==> src/rtl/serializer_pkg.sv <==
// Shared types and sizing for the result byte serializer.
// Defaults match the 32-bit p**4 result path.
package serializer_pkg;

    localparam int DATA_W_DEF = 32;
    localparam int BYTE_W_DEF = 8;
    localparam int NBYTES     = DATA_W_DEF / BYTE_W_DEF;

    // A single-byte word still needs a one-bit index register.
    function automatic int idx_width(input int n);
        return (n > 1) ? $clog2(n) : 1;
    endfunction

    localparam int IDX_W = idx_width(NBYTES);

    typedef enum logic {
        IDLE = 1'b0,
        SEND = 1'b1
    } state_t;

endpackage

==> src/rtl/byte_index_counter.sv <==
// Byte position counter for the serializer.
// Clear wins over enable; tc flags the last byte of a word.
module byte_index_counter #(
    parameter int NBYTES = 4,
    parameter int IDX_W  = 2
) (
    input  logic             clk,
    input  logic             rst,
    input  logic             clr,
    input  logic             en,
    output logic [IDX_W-1:0] idx,
    output logic             tc
);

    localparam logic [IDX_W-1:0] LAST = IDX_W'(NBYTES - 1);

    // Index register: clear on word load, step on each non-final byte.
    always_ff @(posedge clk or negedge rst) begin
        if (!rst) begin
            idx <= '0;
        end else if (clr) begin
            idx <= '0;
        end else if (en) begin
            idx <= idx + 1'b1;
        end
    end

    // Terminal count decoded from the registered index.
    assign tc = (idx == LAST);

endmodule

==> src/rtl/result_byte_serializer.sv <==
// Splits 32-bit power-unit results into a byte stream.
// One-word holding register; overflowing words are counted.
module result_byte_serializer
    import serializer_pkg::*;
#(
    parameter int DATA_W    = DATA_W_DEF,
    parameter int BYTE_W    = BYTE_W_DEF,
    parameter bit MSB_FIRST = 1'b1
) (
    input  logic              clk,
    input  logic              rst,
    input  logic [DATA_W-1:0] data_in,
    input  logic              data_in_valid,
    output logic              data_in_ready,
    output logic [BYTE_W-1:0] byte_out,
    output logic              byte_out_valid,
    input  logic              byte_out_ready,
    output logic              busy,
    output logic [7:0]        drop_cnt
);

    localparam int NB   = DATA_W / BYTE_W;
    localparam int IW   = idx_width(NB);

    state_t            state_q;
    state_t            state_d;
    logic [DATA_W-1:0] sh_q;
    logic [DATA_W-1:0] hold_q;
    logic              hold_full_q;
    logic [IW-1:0]     idx;
    logic              last;
    logic              accept;
    logic              drop;
    logic              xfer;
    logic              in_send;
    logic              word_end;
    logic              idx_clr;
    logic              idx_en;
    logic [DATA_W-1:0] sh_shifted;

    assign in_send  = (state_q == SEND);
    assign accept   = data_in_valid && data_in_ready;
    assign drop     = data_in_valid && !data_in_ready;
    assign xfer     = byte_out_valid && byte_out_ready;
    assign word_end = in_send && xfer && last;
    assign idx_clr  = (!in_send && accept) || word_end;
    assign idx_en   = in_send && xfer && !last;

    byte_index_counter #(
        .NBYTES (NB),
        .IDX_W  (IW)
    ) u_idx (
        .clk (clk),
        .rst (rst),
        .clr (idx_clr),
        .en  (idx_en),
        .idx (idx),
        .tc  (last)
    );

    // Emitting end of the shifter and the shift toward it.
    generate
        if (MSB_FIRST) begin : g_msb
            assign byte_out   = sh_q[DATA_W-1 -: BYTE_W];
            assign sh_shifted = sh_q << BYTE_W;
        end else begin : g_lsb
            assign byte_out   = sh_q[BYTE_W-1:0];
            assign sh_shifted = sh_q >> BYTE_W;
        end
    endgenerate

    // FSM state register.
    always_ff @(posedge clk or negedge rst) begin
        if (!rst) begin
            state_q <= IDLE;
        end else begin
            state_q <= state_d;
        end
    end

    // Next state: leave SEND only when the last byte goes with nothing queued.
    always_comb begin
        state_d = state_q;
        unique case (1'b1)
            !in_send: begin
                if (accept) state_d = SEND;
            end
            in_send: begin
                if (word_end && !hold_full_q && !accept) state_d = IDLE;
            end
            default: state_d = state_q;
        endcase
    end

    // Outputs decoded from registered state only.
    always_comb begin
        byte_out_valid = in_send;
        data_in_ready  = !hold_full_q;
        busy           = in_send || hold_full_q;
    end

    // Shifter: direct load when idle, shift per byte, reload at word end.
    always_ff @(posedge clk or negedge rst) begin
        if (!rst) begin
            sh_q <= '0;
        end else if (!in_send) begin
            if (accept) sh_q <= data_in;
        end else if (xfer) begin
            if (!last) begin
                sh_q <= sh_shifted;
            end else if (hold_full_q) begin
                sh_q <= hold_q;
            end else if (accept) begin
                sh_q <= data_in;
            end
        end
    end

    // Holding register: parks a word only if the shifter is not freeing up.
    always_ff @(posedge clk or negedge rst) begin
        if (!rst) begin
            hold_q      <= '0;
            hold_full_q <= 1'b0;
        end else if (word_end && hold_full_q) begin
            hold_full_q <= 1'b0;
        end else if (in_send && accept && !word_end) begin
            hold_q      <= data_in;
            hold_full_q <= 1'b1;
        end
    end

    // Dropped-word counter, saturating.
    always_ff @(posedge clk or negedge rst) begin
        if (!rst) begin
            drop_cnt <= '0;
        end else if (drop && (drop_cnt != 8'hFF)) begin
            drop_cnt <= drop_cnt + 8'd1;
        end
    end

endmodule

==> config.mk <==
export PLATFORM = sky130hd
export DESIGN_NAME = result_byte_serializer
export DESIGN_NICKNAME = d
export VERILOG_FILES = /design/src/rtl/serializer_pkg.sv /design/src/rtl/byte_index_counter.sv /design/src/rtl/result_byte_serializer.sv
export SDC_FILE = /design/constraint.sdc
export NUM_CORES = 1
export LEC_CHECK = 0
export ABC_AREA = 0
export BUFFER_PORTS_ARGS = -buffer_cell sky130_fd_sc_hd__buf_2
export CAP_MARGIN = 10
export CORE_MARGIN = 2
export CORE_UTILIZATION = 28
export CTS_BUF_LIST = sky130_fd_sc_hd__clkbuf_8
export CTS_CLUSTER_DIAMETER = 100
export DETAILED_ROUTE_END_ITERATION = 8
export PLACE_DENSITY = 0.42
export SYNTH_ARGS = -nofsm -noshare
export SYNTH_HDL_FRONTEND = slang
export SYNTH_SLANG_ARGS = --single-unit
==> constraint.sdc <==
create_clock -name clk -period 2.52 [get_ports clk]
set_clock_uncertainty 0.15 [all_clocks]
set_input_delay 0.504 -clock clk [delete_from_list [all_inputs] [get_ports clk]]
set_output_delay 0.504 -clock clk [all_outputs]
set_load 0.05 [all_outputs]
# == Yosys cells after proc, flatten, opt, wreduce, memory -nomap -nowiden ==
# Index checks and enable logic that the tools add are counted.
# word_totals
reg_bits,76
inputBits,36
word_cells,47
output_inout_bits,19
# op_classes
muxes,12
bitwise,1
add_sub_neg,2
reduce_logical,23
n_eq_ne,3
# ops
op,count
$mux W32,5
$logic_and A1 B1 Y1,13
$add A8 B1 Y8 const B,1
$ne A8 B8 Y1 const B,1
$logic_not A1 Y1,5
$mux W1,4
$mux W2,2
$reduce_bool A2 Y1,2
$add A2 B1 Y2 const B,1
$eq A2 B2 Y1 const B,1
$logic_or A1 B1 Y1,2
$ne A2 B1 Y1 const B,1
$pmux W1 S2,1
$reduce_and A2 Y1,1
$not A1 Y1,1

# == Depth between registers and ports, before layout ==
# depth
word_depth,7
depth_mapped,7
mapped_depth_nobuf,4

# == Modules after synthesis ==
# A second synthesis with hierarchy kept.
# hier_totals
hier_cells,382
hier_area_um2,3990.1
# modules_own_cells
mod,cells_per_inst,area_each_um2,seq_area_each_um2,instances
result_byte_serializer,375,3901.2,1851.8,1
byte_index_counter,7,88.8,50.0,1

# == Worst setup path after synthesis ==
# Ideal clock, no wire load.
# synth_path
kind,register to output
from,"reg state_q, in the netlist byte_out_valid"
to,out busy
arrival_time_ns,1.447
stages_incl_launch_ff,4
required_ns,1.866
path_buffers,2
setup_slack_ns,0.419
path_cell_list,dfrtp_1 > buf_2 > clkbuf_1 > or2_2
# synth_via
elab_chain_len,1
# synth_rtl
item,line,text
from (decl),result_byte_serializer.sv:25,state_t state_q;
from (signal assigned),result_byte_serializer.sv:77,state_q <= state_d;
$logic_or A1 B1 Y1,result_byte_serializer.sv:99,busy = in_send || hold_full_q;
to (decl),result_byte_serializer.sv:18,"output logic busy,"
# No other way between the ends.

# == Final worst setup path ==
# layout_path
from,reg u_idx.idx[1]
to,reg sh_q[13]
# layout_via
elab_chain_len,4
# layout_rtl
item,line,text
from (decl),byte_index_counter.sv:11,"output logic [IDX_W-1:0] idx,"
from (signal assigned),byte_index_counter.sv:24,idx <= idx + 1'b1;
$eq A2 B2 Y1,byte_index_counter.sv:29,assign tc = (idx == LAST);
$mux W32,result_byte_serializer.sv:109,if (!last) begin
$mux W32,result_byte_serializer.sv:108,end else if (xfer) begin
$mux W32,result_byte_serializer.sv:106,end else if (!in_send) begin
to (signal assigned),result_byte_serializer.sv:107,if (accept) sh_q <= data_in;
to (signal assigned),result_byte_serializer.sv:110,sh_q <= sh_shifted;
to (signal assigned),result_byte_serializer.sv:112,sh_q <= hold_q;
to (decl),result_byte_serializer.sv:27,logic [DATA_W-1:0] sh_q;
# No other way between the ends. The select of a mux whose other input is x is not followed.
# A chain may end at the register's enable or synchronous reset.

==> metrics.txt <==
Reg area 1902 sq um; H-Tree Depth 3; pwr/cell area 1041 nW/um^2; dpl hpwl 7378 microns; site row count 44; Pint 2.920 mW; # setup viols final 0; CTS tree built; Antenna Nets Post-Route 0; Mapped Nets 388; Pre-Repair DR Iteration Count 6; sw power 1.986 mW; number of synthesized flops with an enable pin 0; worst slew pin tran 1029 ps; Unique masters post-synth 41; Die ar. 15650 sq um; clock share of power 16.2%; initial core utilization 28.47%; largest net degree at the start of global routing 47; setup bufs post-CTS 0; fin util 32.68%; first-pass GRT wire length 18350 microns; synth top area cells dfrtp_1 (46%), mux2_2 (15%), mux2i_1 (7.6%); Max Root-Sink Buffers 2; I/O Buffers 54; core area 14420 sq um; maximum vdd drop 0.3160 mV; Layout area overhead 14.78%; initial antenna violation count 1; Leak 2.046 nW; Setup CP Type register to register; CP max stage delay 810 ps; outcome completed; Worst Hold Class primary input to register; vias 3066; Reg power frac 43.4%; Cells after DPL 565; Synth Flop Type dfrtp_1; Die Height 125.1 microns; TritonCTS Sinks 76; ys async rst share 100.0%; routed vias/inst 5.295; RSZ-0062 raised after global routing false; Final Critical Period 2237 ps; worst-path maximum fanout 21; crit path DAT 2360 ps; Ys Warns 0; footprint of the multi-input gates 1978 sq um; period utilization 88.76%; setup TNS 0 ps; Root Buffer Master clkbuf_8; Mapped Avg Cell Area 11.77 sq um; CP Launch Type register; Sw Ratio 40.48%; total grt overflow 0; DRC errors left 0; fmax 0.4471 GHz; fraction of layout cells with a size suffix above 1 36.04%; Worst Setup End Kind register; most common cell after layout, fill and taps aside dfrtp_1; Final nets 432; Total GRT Usage 15.07%; Routed WL 11420 microns; Combinational Power Share 40.4%; Slew HR 31.38%; Power, Total 4.906 mW; GPL Wtd Cong 0.7505; 1st-iter DRT viols 245; die width 125.1 microns; Seq/Total Area, Yosys 46.31%; worst skew pair latency 370 ps; Mapped Cells 349; # fillers 1481; slowest cell on the critical path and2_1; cts bufs inserted 9; Post-Layout Cell Count 579; top cell type's share of synthesized area 46.31%; commonest cells after routing, fill and taps aside dfrtp_1 (76), mux2_2 (56), buf_2 (53); final hold violation count 0; worst path cell trace ha_1, buf_4, and2_1, a222oi_1, o221ai_1; CP Data Required Time 2650 ps; I/O pins 55; Yosys reg bits 76; vias in the first global route 3196; Final Max Slew Viols 0; Routed wire per std cell 19.73 microns; mapped cell area 4106 sq um; area leader, netlist dfrtp_1; number of max-cap violations 0; Clock transition at path regs 70 ps
-- synthesized netlist by cell type, types with 3 or more instances --
cell type   n
a222oi_1   21
a22oi_1     8
buf_2       8
buf_4      15
clkbuf_1   12
dfrtp_1    76
ha_1        3
inv_1       4
mux2_2     56
mux2i_1    31
nand2_1    31
nand4_1     5
nor2b_1     5
o21ai_0    14
o221ai_1   21
-- flip-flops by register name, indices dropped and copies added (netlist names) --
register	cells
hold_q	32
sh_q	32
u_idx.idx	2
drop_cnt	8
hold_full_q	1
byte_out_valid	1
-- cells by family (layout without fill, tap and decap cells) --
kind of cell / after synthesis / in the layout / share of synthesized area, %
adder cells (fa/ha/maj): 3 / 3 / 0.9142
other: 0 / 1 / 0
buffers and inverters: 42 / 87 / 5.819
XOR/XNOR: 2 / 2 / 0.4266
multiplexers: 90 / 90 / 23.83
AO/OA/AOI/OAI: 76 / 76 / 15.02
flip-flops: 76 / 76 / 46.31
AND/OR/NAND/NOR: 60 / 60 / 7.679
-- routing by layer --
layer / vias up / track usage (%) / share of wire [%]
met4: 0 / 7.320 / 2.5
met1: 1561 / 19.77 / 48
met5: - / 0 / 0
met3: 17 / 3.209 / 3.6
li1: 1428 / - / -
met2: 60 / 23.69 / 46
-- stage by stage --
stage / hold WS (ps) / cell area (sq um) / worst slack, ps
after floorplan: 58.41 / 4106 / 419.1
after global placement: 327.3 / 4553 / 179.9
after detailed placement: 333.7 / 4553 / 108.3
after CTS: 219.0 / 4708 / 96.11
after global routing: 224.5 / 4711 / 128.3
final: 236.7 / 4713 / 283.3
-- timing repair --
action                     in CTS  in global routing
hold buffers                    1                  0
resized for setup               0                  1
setup endpoints to repair       0                  9
hold endpoints to repair       30                  0
-- power groups by stage --
| stage | clock (mW) | combinational, mW | sequential [mW] |
|---|---|---|---|
| floorplan | 0 | 1.33 | 2.20 |
| global placement | 0 | 1.96 | 2.14 |
| detailed placement | 0 | 1.99 | 2.15 |
| CTS | 0.841 | 2.00 | 2.13 |
| global route | 0.885 | 2.16 | 2.21 |
| finish | 0.797 | 1.98 | 2.13 |
-- worst max-delay path, delay by kind of cell (launching register included) --
kind	cells	cell delay [ps]
AO/OA/AOI/OAI	2	450
flip-flops	1	380
adder cells (fa/ha/maj)	1	200
buffers and inverters	1	160
AND/OR/NAND/NOR	1	810
-- final cells by class --
type	count	share of cell area [%]
antenna	1	0.05309
clock inverter	2	0.1593
timing repair buffer	71	9.344
multi-input combinational	231	41.97
tap	184	4.885
sequential	76	40.35
clock buffer	10	2.920
inverter	4	0.3186
-- path summary, 6_finish.rpt --
path                               from     endpoint  slack (ps)  cells after the start
setup reg to reg           u_idx.idx[1]     sh_q[13]         280                      5
setup / recovery           u_idx.idx[1]     sh_q[13]         280                      5
min in group asynchronous           rst  drop_cnt[5]         460                      2
max in group asynchronous           rst     sh_q[26]        1140                      3
hold / removal               data_in[5]    hold_q[5]         240                      2
hold reg to reg              hold_q[20]   hold_q[20]         350                      1
Power figures use the tool's default switching activity.
